$ cat src/rtl/alu_issue_ctrl.sv
// alu_issue_ctrl: issues register-file operands to a registered ALU and writes the result back three cycles later.
module alu_issue_ctrl #(
   parameter int n = 32
) (
   input  logic         clk,
   input  logic         rst,
   input  logic         instr_valid,
   output logic         instr_ready,
   input  logic [2:0]   instr_op,
   input  logic [2:0]   instr_rd,
   input  logic [2:0]   instr_rs,
   input  logic [2:0]   instr_rt,
   input  logic         instr_cin,
   input  logic         ld_en,
   input  logic [2:0]   ld_addr,
   input  logic [n-1:0] ld_data,
   output logic [n-1:0] alu_R2,
   output logic [n-1:0] alu_R3,
   output logic [2:0]   alu_AOp,
   output logic         alu_cin,
   input  logic [n-1:0] alu_R1,
   input  logic         alu_cout,
   output logic         wb_valid,
   output logic [2:0]   wb_rd,
   output logic [n-1:0] wb_data,
   output logic         carry_flag,
   output logic         illegal_op,
   input  logic [2:0]   dbg_addr,
   output logic [n-1:0] dbg_data
);
   typedef enum logic [1:0] {IDLE, EXEC, WB} state_t;
   state_t       r_state;
   logic [n-1:0] r_regs [8];
   logic [2:0]   r_rd;
   logic [2:0]   r_op;
   logic         w_hs;
   assign instr_ready = (r_state == IDLE) && !rst;
   assign w_hs        = instr_valid && instr_ready;
   assign dbg_data    = r_regs[dbg_addr];
   always_ff @(posedge clk) begin
      if (rst) begin
         r_state    <= IDLE;
         for (int i = 0; i < 8; i++) r_regs[i] <= '0;
         r_rd       <= '0;
         r_op       <= '0;
         alu_R2     <= '0;
         alu_R3     <= '0;
         alu_AOp    <= '0;
         alu_cin    <= 1'b0;
         wb_valid   <= 1'b0;
         wb_rd      <= '0;
         wb_data    <= '0;
         carry_flag <= 1'b0;
         illegal_op <= 1'b0;
      end else begin
         wb_valid <= 1'b0;
         case (r_state)
            IDLE: begin
               // a load shares the edge with a handshake only if nothing was accepted
               if (w_hs && instr_op == 3'b111) illegal_op <= 1'b1;
               else if (w_hs) begin
                  alu_R2  <= r_regs[instr_rs];
                  alu_R3  <= r_regs[instr_rt];
                  alu_AOp <= instr_op;
                  alu_cin <= instr_cin;
                  r_rd    <= instr_rd;
                  r_op    <= instr_op;
                  r_state <= EXEC;
               end else if (ld_en) r_regs[ld_addr] <= ld_data;
            end
            EXEC: r_state <= WB;
            WB: begin
               r_regs[r_rd] <= alu_R1;
               wb_valid     <= 1'b1;
               wb_rd        <= r_rd;
               wb_data      <= alu_R1;
               if (r_op == 3'b010 || r_op == 3'b011) carry_flag <= alu_cout;
               r_state      <= IDLE;
            end
            default: r_state <= IDLE;
         endcase
      end
   end
endmodule
$ cat config.mk
export PLATFORM = sky130hd
export DESIGN_NAME = alu_issue_ctrl
export DESIGN_NICKNAME = d
export VERILOG_FILES = /design/src/rtl/alu_issue_ctrl.sv
export SDC_FILE = /design/constraint.sdc
export NUM_CORES = 1
export LEC_CHECK = 0
export BUFFER_PORTS_ARGS = -buffer_cell sky130_fd_sc_hd__buf_2
export CAP_MARGIN = 15
export CELL_PAD_IN_SITES_DETAIL_PLACEMENT = 2
export CELL_PAD_IN_SITES_GLOBAL_PLACEMENT = 2
export CORE_ASPECT_RATIO = 0.8
export CORE_MARGIN = 8
export CORE_UTILIZATION = 38
export CTS_BUF_LIST = sky130_fd_sc_hd__clkbuf_4 sky130_fd_sc_hd__clkbuf_8
export DETAILED_ROUTE_END_ITERATION = 6
export MAX_ROUTING_LAYER = met4
export PLACE_DENSITY = 0.88
export SYNTH_ARGS = -nofsm -noshare
export SYNTH_HDL_FRONTEND = slang
export SYNTH_SLANG_ARGS = --single-unit
$ cat constraint.sdc
create_clock -name clk -period 7.8 [get_ports clk]
set_input_delay 0.78 -clock clk [delete_from_list [all_inputs] [get_ports clk]]
set_output_delay 0.78 -clock clk [all_outputs]
set_load 0.03 [all_outputs]
==> impl_metrics.json <==
{
  "syn_to_final_growth_pct": 16.1,
  "cp.arrival_ns": 3.29,
  "synth_edf_count": 256,
  "netlist_instances": 1351,
  "worstPathRequired_ns": 7.02,
  "rsz0062_at_grt": "no",
  "cts.repair.resized": 0,
  "placed_cells": 2098,
  "drc": 0,
  "synthesis.nets": 1439,
  "clock_sinks": 367,
  "finalHoldViolCount": 0,
  "dp_hpwl_um": 45100,
  "grt_max_degree": 75,
  "root_buffer": "clkbuf_8",
  "fin_tns_setup_ns": 0,
  "setup_ws_ns": 3.73,
  "track_usage_pct": 26.3,
  "grt_pass1_wl_um": 104000,
  "nets": 1632,
  "swShare_pct": 28.8,
  "drtPass1Iterations": 5,
  "crit_path_start_kind": "input port",
  "p_per_area_nw_per_um2": 223,
  "netlist.area_leader.share_pct": 42.2,
  "drt_iter0_markers": 1583,
  "async_flop_share_pct": 0,
  "fin_crit_ns": 4.07,
  "drive_above_1_share_pct": 37.7,
  "die_y_um": 212,
  "postCtsHoldBufs": 0,
  "ys.flop_type": "edfxtp_1",
  "numCtsBuffers": 61,
  "routed_wl_um": 71500,
  "grt.overflow.total": 0,
  "worst_pin_slew_ns": 1.27,
  "num_vias": 13928,
  "drt-vias-per-instance": 6.28,
  "p_leak_nw": 7.80,
  "grt_pass1_vias": 15387,
  "status": "finished clean",
  "clk_latency_ns": 0.70,
  "core_um2": 47200,
  "finalPower_mw": 4.71,
  "drv_cap": 0,
  "fmax_mhz": 246,
  "cp-end-kind": "output port",
  "ys_types": 28,
  "hold-worst-slack_ns": 0.341,
  "ys_seq_area_share_pct": 54.4,
  "cp_max_fo": 35,
  "portBuffers": 226,
  "netlist_area_um2": 18200,
  "syn_avg_cell_area_um2": 13.5,
  "power_switching_mw": 1.36,
  "max_slew_margin_pct": 15.1,
  "ir_drop_mv": 0.123,
  "pwr-share-clk_pct": 38.1,
  "ys_ff_latch": 367,
  "htree_levels": 2,
  "gp_congestion": 0.811,
  "initial_core_util_pct": 38.6,
  "path_clk_slew_ns": 0.06,
  "internal_power_mw": 3.35,
  "clockBufferDepth": 3,
  "die_x_um": 261,
  "period_share_pct": 52.2,
  "synth_top_cell_by_area": "edfxtp_1",
  "hold_path_class": "input port to flop",
  "final-setup-viol-count": 0,
  "rows": 71,
  "final_cells": 2218,
  "n_fill_cell": 4640,
  "crit_type": "input port to output port",
  "place_ws_ns": 3.13,
  "yosys_warnings": 0,
  "cts_tree": "built",
  "finClkSkew_ns": 0.0401,
  "antenna_found_initial": 2,
  "p_comb_share_pct": 14.2,
  "io_pins": 227,
  "slew_violations": 0,
  "synthTopCellsByArea": "edfxtp_1, mux4_2, dfxtp_1, nor2_1, o22ai_1",
  "dieArea_um2": 55200,
  "seqPwrFrac_pct": 47.7,
  "detail-route-antenna-nets": 0,
  "cts_setup_buffers": 0,
  "routedWlPerCell_um": 32.2
}
## final timing paths
| check | startpoint | cells past startpoint | to | slack (ns) |
|---|---|---|---|---|
| max | dbg_addr[0] | 5 | dbg_data[0] | 3.73 |
| min | alu_R1[19] | 3 | wb_data[19] | 0.34 |
| max reg2reg | r_state[1] | 5 | r_regs[6][1] | 3.99 |
| min reg2reg | wb_data[24] | 2 | wb_data[24] | 0.45 |
## cells in the mapped netlist (3+ instances only)
library cell  number
edfxtp_1         256
nor3_1            68
o22ai_1           64
nand4_1            4
clkbuf_1          54
nand2_1           71
mux2_2            34
mux4_2           192
buf_1              3
nand2b_1           9
nor2_1           333
nand3_1            3
nand4_2            4
a21oi_1           35
buf_2             57
dfxtp_1          111
mux2i_1           38
## per-layer routing
metal | share of wire [%] | GRT usage, %
met5 | 0 | -
met2 | 50 | 43.7
met1 | 38 | 31.3
met3 | 8.6 | 6.13
met4 | 3.5 | 9.53
## registers in the layout (all words and copies together), names as in the netlist, 2 cells and up
name	flops
alu_R2	32
r_op	3
r_state	2
r_rd	3
wb_data	32
r_regs	256
wb_rd	3
alu_R3	32
## through the flow
step	instance area, um^2	util [%]
6_report	21100	44.8
2_1_floorplan	18200	-
5_1_grt	21100	44.8
3_3_place_gp	19800	42.1
4_1_cts	21100	44.7
3_5_place_dp	19800	42.1
## kinds of logic after synthesis
kind of cell / Yosys count / synth area share [%]
AO/OA/AOI/OAI: 101 / 3.25
multiplexers: 267 / 28.2
flip-flops: 367 / 54.4
AND/OR/NAND/NOR: 501 / 11.4
buffers and inverters: 115 / 2.78
## worst max-delay path, cell delays in order
cell and delay, ns:
buf_4 0.62, buf_4 0.71, mux4_2 0.61, mux2_2 0.32
buf_2 0.19
## cell type report
class / instances / area (um^2) / share of cell area [%]
well taps: 620 / 776 / 3.67
repair buffers: 245 / 1330 / 6.28
clock buffers: 96 / 1140 / 5.39
diodes: 2 / 5.00 / 0.0237
flip-flops and latches: 367 / 9910 / 46.9
clock inverters: 19 / 104 / 0.491
multi-input cells: 869 / 7890 / 37.3
## layout by cell type (no fill, tap or decap)
cell type / n
nor2b_4: 1
o22ai_1: 64
nand2b_2: 9
mux2i_2: 2
nor2b_1: 1
mux2_2: 34
nand3b_1: 2
clkinv_1: 6
nand4_4: 4
nor3b_4: 1
nand4_1: 4
o21a_1: 1
nand3_2: 2
nor4b_2: 1
nor3_1: 68
a21oi_1: 35
buf_2: 219
inv_6: 2
clkinv_2: 8
mux4_2: 192
nand2_1: 71
and2_4: 1
clkinv_4: 1
a41oi_1: 1
edfxtp_1: 256
nor2_1: 333
mux2_4: 1
clkbuf_4: 29
clkinvlp_4: 2
diode_2: 2
mux2i_1: 38
dfxtp_1: 111
clkbuf_8: 67
buf_12: 3
nor3b_1: 2
buf_4: 23
nand3_1: 1
## power by group through the flow
stage / combinational (mW) / clock, mW / sequential [mW]
CTS: 0.669 / 1.81 / 2.25
detailed placement: 0.664 / 0 / 2.29
global route: 0.704 / 1.90 / 2.25
global placement: 0.631 / 0 / 2.27
floorplan: 0.384 / 0 / 2.31
finish: 0.668 / 1.79 / 2.25
Note: power is estimated with default switching activity, not from simulation.
